<file path="src/rtl/pll_reset_sequencer.sv">
// pll_reset_sequencer
//   Sequences the PLL reset and the downstream system reset for the
//   pll_wrapper clock path: pulses the PLL reset, waits for a debounced
//   lock, then releases the system reset. Lock timeouts trigger retries.
//   Too many retries park the sequencer in FAIL with a sticky error.
//   Software can request a re-lock (cfg_req/cfg_ack). Loss of lock while
//   running re-holds the system reset without pulsing the PLL.
//
// Ports
//   clk_in         reference clock, all state on rising edge
//   reset_in       asynchronous active-high reset
//   pll_locked_in  PLL lock indicator
//   cfg_req        re-lock request (level, held until cfg_ack)
//   cfg_ack        one-cycle pulse when a requested re-lock completes
//   pll_reset_out  reset to the PLL, active-high
//   sys_reset_out  downstream system reset, active-high
//   lock_err       sticky retry-exhaustion flag
//   retry_count    retries in the current sequence
//   state_out      PLL_RST=0 WAIT_LOCK=1 STABLE=2 RUN=3 FAIL=4
//
// Build option
//   PLL_SEQ_LOCK_SYNC_EN : when defined, pll_locked_in passes through a
//   2-flop synchronizer before use. When undefined, pll_locked_in must
//   already be in the clk_in domain.

module pll_reset_sequencer #(
    parameter int unsigned PLL_RST_CYCLES     = 16,
    parameter int unsigned LOCK_STABLE_CYCLES = 64,
    parameter int unsigned LOCK_TIMEOUT       = 4096,
    parameter int unsigned MAX_RETRIES        = 3
) (
    input  logic                               clk_in,
    input  logic                               reset_in,
    input  logic                               pll_locked_in,
    input  logic                               cfg_req,
    output logic                               cfg_ack,
    output logic                               pll_reset_out,
    output logic                               sys_reset_out,
    output logic                               lock_err,
    output logic [$clog2(MAX_RETRIES+1)-1:0]   retry_count,
    output logic [2:0]                         state_out
);

    localparam int unsigned RCW = $clog2(PLL_RST_CYCLES + 1);
    localparam int unsigned TMW = $clog2(LOCK_TIMEOUT);
    localparam int unsigned SCW = $clog2(LOCK_STABLE_CYCLES + 1);
    localparam int unsigned RTW = $clog2(MAX_RETRIES + 1);

    localparam logic [RCW-1:0] RST_LAST  = RCW'(PLL_RST_CYCLES);
    localparam logic [RCW-1:0] RST_FIRST = RCW'(1);
    localparam logic [TMW-1:0] TMO_LAST  = TMW'(LOCK_TIMEOUT - 1);
    localparam logic [TMW-1:0] TMO_ONE   = TMW'(1);
    localparam logic [SCW-1:0] STB_DONE  = SCW'(LOCK_STABLE_CYCLES);
    localparam logic [SCW-1:0] STB_ONE   = SCW'(1);
    localparam logic [RTW-1:0] RETRY_MAX = RTW'(MAX_RETRIES);
    localparam logic [RTW-1:0] RETRY_ONE = RTW'(1);

    typedef enum logic [2:0] {
        ST_PLL_RST   = 3'd0,
        ST_WAIT_LOCK = 3'd1,
        ST_STABLE    = 3'd2,
        ST_RUN       = 3'd3,
        ST_FAIL      = 3'd4
    } state_t;

    state_t         state, state_nx;
    logic [RCW-1:0] rst_cnt, rst_cnt_nx;
    logic [TMW-1:0] timer, timer_nx;
    logic [SCW-1:0] stable_cnt, stable_nx;
    logic [RTW-1:0] retry_nx;
    logic           pending, pending_nx;
    logic           ack_nx;
    logic           expire;
    logic           locked;

`ifdef PLL_SEQ_LOCK_SYNC_EN
    logic lock_meta, lock_sync;

    always_ff @(posedge clk_in or posedge reset_in) begin
        if (reset_in) begin
            lock_meta <= 1'b0;
            lock_sync <= 1'b0;
        end else begin
            lock_meta <= pll_locked_in;
            lock_sync <= lock_meta;
        end
    end

    assign locked = lock_sync;
`else
    assign locked = pll_locked_in;
`endif

    always_comb begin
        state_nx   = state;
        rst_cnt_nx = rst_cnt;
        timer_nx   = timer;
        stable_nx  = stable_cnt;
        retry_nx   = retry_count;
        pending_nx = pending;
        expire     = 1'b0;

        case (state)
            ST_PLL_RST: begin
                timer_nx  = '0;
                stable_nx = '0;
                // Reset leaves the count at 0, so the first post-reset pulse
                // covers the reset period plus PLL_RST_CYCLES clocks. Entries
                // from other states preload 1, giving exactly PLL_RST_CYCLES.
                if (rst_cnt == RST_LAST) begin
                    state_nx   = ST_WAIT_LOCK;
                    rst_cnt_nx = '0;
                end else begin
                    rst_cnt_nx = rst_cnt + RST_FIRST;
                end
            end
            ST_WAIT_LOCK: begin
                if (timer == TMO_LAST) begin
                    expire = 1'b1;
                end else begin
                    timer_nx = timer + TMO_ONE;
                    if (locked) begin
                        state_nx  = ST_STABLE;
                        stable_nx = STB_ONE;
                    end
                end
            end
            ST_STABLE: begin
                // Reaching the stable count wins over a coincident timeout.
                if (stable_cnt == STB_DONE) begin
                    state_nx = ST_RUN;
                    retry_nx = '0;
                end else if (timer == TMO_LAST) begin
                    expire = 1'b1;
                end else begin
                    timer_nx = timer + TMO_ONE;
                    if (locked) begin
                        stable_nx = stable_cnt + STB_ONE;
                    end else begin
                        stable_nx = '0;
                        state_nx  = ST_WAIT_LOCK;
                    end
                end
            end
            ST_RUN: begin
                // A re-lock request wins over a coincident lock loss.
                if (cfg_req) begin
                    state_nx   = ST_PLL_RST;
                    rst_cnt_nx = RST_FIRST;
                    pending_nx = 1'b1;
                end else if (!locked) begin
                    state_nx  = ST_WAIT_LOCK;
                    timer_nx  = '0;
                    stable_nx = '0;
                end
            end
            ST_FAIL: begin
                if (cfg_req) begin
                    state_nx   = ST_PLL_RST;
                    rst_cnt_nx = RST_FIRST;
                    pending_nx = 1'b1;
                    retry_nx   = '0;
                end
            end
            default: begin
                state_nx   = ST_PLL_RST;
                rst_cnt_nx = RST_FIRST;
            end
        endcase

        if (expire) begin
            retry_nx   = retry_count + RETRY_ONE;
            state_nx   = (retry_nx == RETRY_MAX) ? ST_FAIL : ST_PLL_RST;
            rst_cnt_nx = RST_FIRST;
            timer_nx   = '0;
            stable_nx  = '0;
        end

        ack_nx = pending && (state_nx == ST_RUN) && (state != ST_RUN);
        if (ack_nx) begin
            pending_nx = 1'b0;
        end
    end

    // Outputs are registered from the next state so they line up with state_out.
    always_ff @(posedge clk_in or posedge reset_in) begin
        if (reset_in) begin
            state         <= ST_PLL_RST;
            rst_cnt       <= '0;
            timer         <= '0;
            stable_cnt    <= '0;
            retry_count   <= '0;
            pending       <= 1'b0;
            cfg_ack       <= 1'b0;
            pll_reset_out <= 1'b1;
            sys_reset_out <= 1'b1;
            lock_err      <= 1'b0;
        end else begin
            state         <= state_nx;
            rst_cnt       <= rst_cnt_nx;
            timer         <= timer_nx;
            stable_cnt    <= stable_nx;
            retry_count   <= retry_nx;
            pending       <= pending_nx;
            cfg_ack       <= ack_nx;
            pll_reset_out <= (state_nx == ST_PLL_RST);
            sys_reset_out <= (state_nx != ST_RUN);
            lock_err      <= (state_nx == ST_FAIL);
        end
    end

    assign state_out = state;

endmodule

</file>
<file path="config.mk">
export PLATFORM = sky130hd
export DESIGN_NAME = pll_reset_sequencer
export DESIGN_NICKNAME = d
export VERILOG_FILES = /design/src/rtl/pll_reset_sequencer.sv
export SDC_FILE = /design/constraint.sdc
export NUM_CORES = 1
export LEC_CHECK = 0
export CAP_MARGIN = 10
export CORE_UTILIZATION = 60
export CTS_BUF_LIST = sky130_fd_sc_hd__clkbuf_4 sky130_fd_sc_hd__clkbuf_8 sky130_fd_sc_hd__clkbuf_16
export CTS_CLUSTER_DIAMETER = 100
export DETAILED_ROUTE_END_ITERATION = 16
export PLACE_DENSITY = 0.87
export SKIP_LAST_GASP = 1
export SLEW_MARGIN = 0
export SYNTH_ARGS = -nofsm -noshare
export SYNTH_HDL_FRONTEND = slang
export SYNTH_SLANG_ARGS = --single-unit
</file>
<file path="constraint.sdc">
create_clock -name clk_in -period 5.3 [get_ports clk_in]
set_input_delay 0.53 -clock clk_in [delete_from_list [all_inputs] [get_ports clk_in]]
set_output_delay 0.53 -clock clk_in [all_outputs]
set_load 0.03 [all_outputs]
</file>
==> impl_metrics.ini <==
[floorplan]
fp.coreArea_um2 = 3363
die_w_um = 61.58
ios = 13
initial_utilization_pct = 63.32
die_y_um = 61.58
rows = 21
die-area_um2 = 3791

[grt]
grt_pass1_wl_mm = 7.086
use_met2_pct = 39.78
grt_usage_pct = 25.82
grtUsageMet3_pct = 7.353
grt_pass1_vias = 1530
top_usage_layer = met2
gr-total-overflow = 0
grt_start_max_net_pins = 35
use_met1_pct = 35.73
antenna_found_initial = 0

[yosys]
synth_edf_count = 0
synth.top_cell.area_share_pct = 37.60
synthArstFlopShare_pct = 100.0
synth_area_leader_cell = dfrtp_1
ys_ff_latch = 34
synth_cell_types = 59
yosysSeqAreaShare_pct = 40.07
syn_avg_cell_area_um2 = 9.381
synth_warnings = 0
synth_flop_cell = dfrtp_1
syn_inst = 227
synth.area.top_cells = dfrtp_1 38%, o21ai_0 3.8%, ha_1 3.5%
synth_area_um2 = 2130
synth_nets = 237

[final_layout]
nNetsFinal = 246
diodes = 0
fin_cells = 283
drive_gt1_share_pct = 10.13
fillers = 295
area_delta_synth_final_pct = 9.812

[cts]
cts_buffers = 5
clk_pin_slew_worst_paths_ps = 100
cts_sinks = 34
cts_tree = built
cts_setup_buffers = 0
cts_hold_buf = 0
ctsResizeCount = 0
clk_latency_ps = 340
clockBufferDepth = 2
root_buffer = clkbuf_4
ctsHtreeMaxLevel = 2

[route]
vias = 1789
wl_per_cell_um = 15.24
drt_iter0_drc = 114
firstDrtPassIters = 5
ant_nets = 0
viasPerCell = 6.322
drt_wl_total_mm = 4.314
route.detailed.drc = 0

[setup_path]
worstPathArrival_ps = 1930
end_kind = output pin
cp_max_fo = 18
cp_num_buf_inv = 1
r2r_setup_slack_ps = 2990
timing.rr.end = stable_cnt[5]
critical_path.cell_chain = clkdlybuf4s50_1
max_stage_delay_ps = 800
cpLargestDelayFamily = buffers and inverters
critical_path_required_ps = 4770
start_kind = flip-flop
critPathKind = reg2out
reg2regPathDepth = 5
r2r_start = state_out[0]
cp_slowest_cell = clkdlybuf4s50_1

[timing]
fin_skew_ps = 9.190
rsz0062_at_grt = false
min_period_ps = 2460
slew_violations = 0
setup_viol = 0
hold_violations = 0
fmax_mhz = 406.6
period_share_pct = 46.41
tns_ps = 0
worstMarginPinSlew_ps = 676.8
slew_headroom_pct = 54.88

[pwr]
swShare_pct = 38.85
comb_power_share_pct = 39.6
power_switching_w = 0.0003397
p_leak_nw = 1.006
clkPwrFrac_pct = 20.1
p_int_w = 0.0005347
seqPwrFrac_pct = 40.3
max-vdd-ir-drop_uv = 258.5
powerDensity_nw_per_um2 = 373.9

[placed_design]
hpwl_mm = 3.068
gp_congestion = 0.8908
dpl.cell_count = 275
numPortBuffers = 12

[run_status]
outcome = finished, final reports clean

[worst_hold_path]
hp-start = pending
hold_path_depth = 1
hold-path-endpoint = pending
hp-class = reg2reg

[flow_run]
cap_violations = 0
-- synthesized netlist by cell type (all sizes together) (2+ instances only) --
| cell type | number |
|---|---|
| xnor2 | 3 |
| nand2 | 16 |
| mux2i | 3 |
| nand3 | 15 |
| nand4 | 3 |
| clkbuf | 6 |
| o2111a | 2 |
| a22o | 2 |
| nand2b | 4 |
| inv | 10 |
| a211oi | 6 |
| and2 | 5 |
| o21ai | 17 |
| and3 | 5 |
| buf | 5 |
| xor2 | 5 |
| a21o | 2 |
| a31oi | 2 |
| dfrtp | 32 |
| dfstp | 2 |
| nor2b | 2 |
| nor4b | 2 |
| o211ai | 2 |
| and4 | 4 |
| o31ai | 9 |
| a21oi | 7 |
| nor2 | 16 |
| nor4 | 3 |
| ha | 6 |
| nor3 | 8 |
| or2 | 2 |
-- per-stage QoR --
step / hold WS (ps) / setup slack (ps) / utilization [%] / total power (W) / instance area (um^2)
2_1_floorplan: 464.4 / 3388 / - / 0.0006234 / 2130
3_3_place_gp: 495.5 / 2814 / 67.19 / 0.0006913 / 2260
3_5_place_dp: 489.1 / 2707 / 67.19 / 0.0007021 / 2260
4_1_cts: 513.2 / 2864 / 69.53 / 0.0008737 / 2338
5_1_grt: 560.5 / 2766 / 69.53 / 0.0009336 / 2338
6_report: 510.7 / 2840 / 69.53 / 0.0008744 / 2338
-- flip-flops by register name (all words and copies together) (netlist names) --
register and count:
pll_reset_out 1, state_out 3, retry_count 2, pending 1
timer 12, lock_err 1, cfg_ack 1, sys_reset_out 1
stable_cnt 7, rst_cnt 5
-- metal layers --
metal	up-vias	part of all wire [%]
li1	863	-
met1	862	45
met2	56	47
met3	8	6.4
met4	0	1.6
met5	-	0
-- power by group through the flow --
stage | clock [W] | combinational, W | sequential (W)
3_5_place_dp | 0 | 0.000347 | 0.000356
5_1_grt | 0.000188 | 0.000385 | 0.000361
3_3_place_gp | 0 | 0.000336 | 0.000355
2_1_floorplan | 0 | 0.000276 | 0.000347
6_report | 0.000175 | 0.000346 | 0.000352
4_1_cts | 0.000176 | 0.000347 | 0.000351
-- how the worst max path moves through the flow --
stage	start	endpoint	slack, ps	cells past startpoint
after floorplan	state_out[2]	rst_cnt[0]	3390	6
final	state_out[2]	state_out[2]	2840	1
after CTS	state_out[2]	state_out[2]	2860	1
after global routing	state_out[2]	state_out[2]	2770	1
after global placement	pll_locked_in	stable_cnt[5]	2810	5
after detailed placement	pll_locked_in	stable_cnt[5]	2710	5
-- final cells by class --
type / count / area (um^2) / share of cell area, %
clock buffers: 8 / 78.83 / 3.371
inverters: 10 / 37.54 / 1.605
repair buffers: 13 / 127.6 / 5.457
flip-flops and latches: 34 / 853.3 / 36.49
multi-input cells: 172 / 1184 / 50.62
well taps: 46 / 57.56 / 2.461
-- layout by cell type, fill, tap and decap left out, types with 3 or more instances in the layout --
cell type | synthesis | layout
and3_1 | 5 | 5
clkdlybuf4s50_1 | 0 | 12
xor2_1 | 5 | 5
xnor2_1 | 3 | 3
clkbuf_8 | 0 | 3
o21ai_0 | 16 | 16
nand2_1 | 16 | 16
nand2b_1 | 4 | 4
o31ai_1 | 9 | 9
inv_1 | 10 | 10
ha_1 | 6 | 6
and4_1 | 4 | 4
clkbuf_4 | 0 | 5
mux2i_1 | 3 | 3
a211oi_1 | 6 | 6
and2_1 | 5 | 5
dfrtp_1 | 32 | 32
a21oi_1 | 7 | 7
nor2_1 | 16 | 16
nand3_1 | 15 | 15
nor3_1 | 7 | 7
-- cells by family after synthesis --
| family | after synthesis | share of synthesized area, % |
|---|---|---|
| and+or+nand+nor | 93 | 25.62 |
| DFF | 34 | 40.07 |
| muxes | 4 | 1.939 |
| xor gates and xnor gates | 8 | 3.290 |
| adders and majority gates | 6 | 3.525 |
| AOI/OAI and AO/OA | 61 | 21.21 |
| buffers and inverters | 21 | 4.348 |
Note: power is estimated with default switching activity, not from simulation.
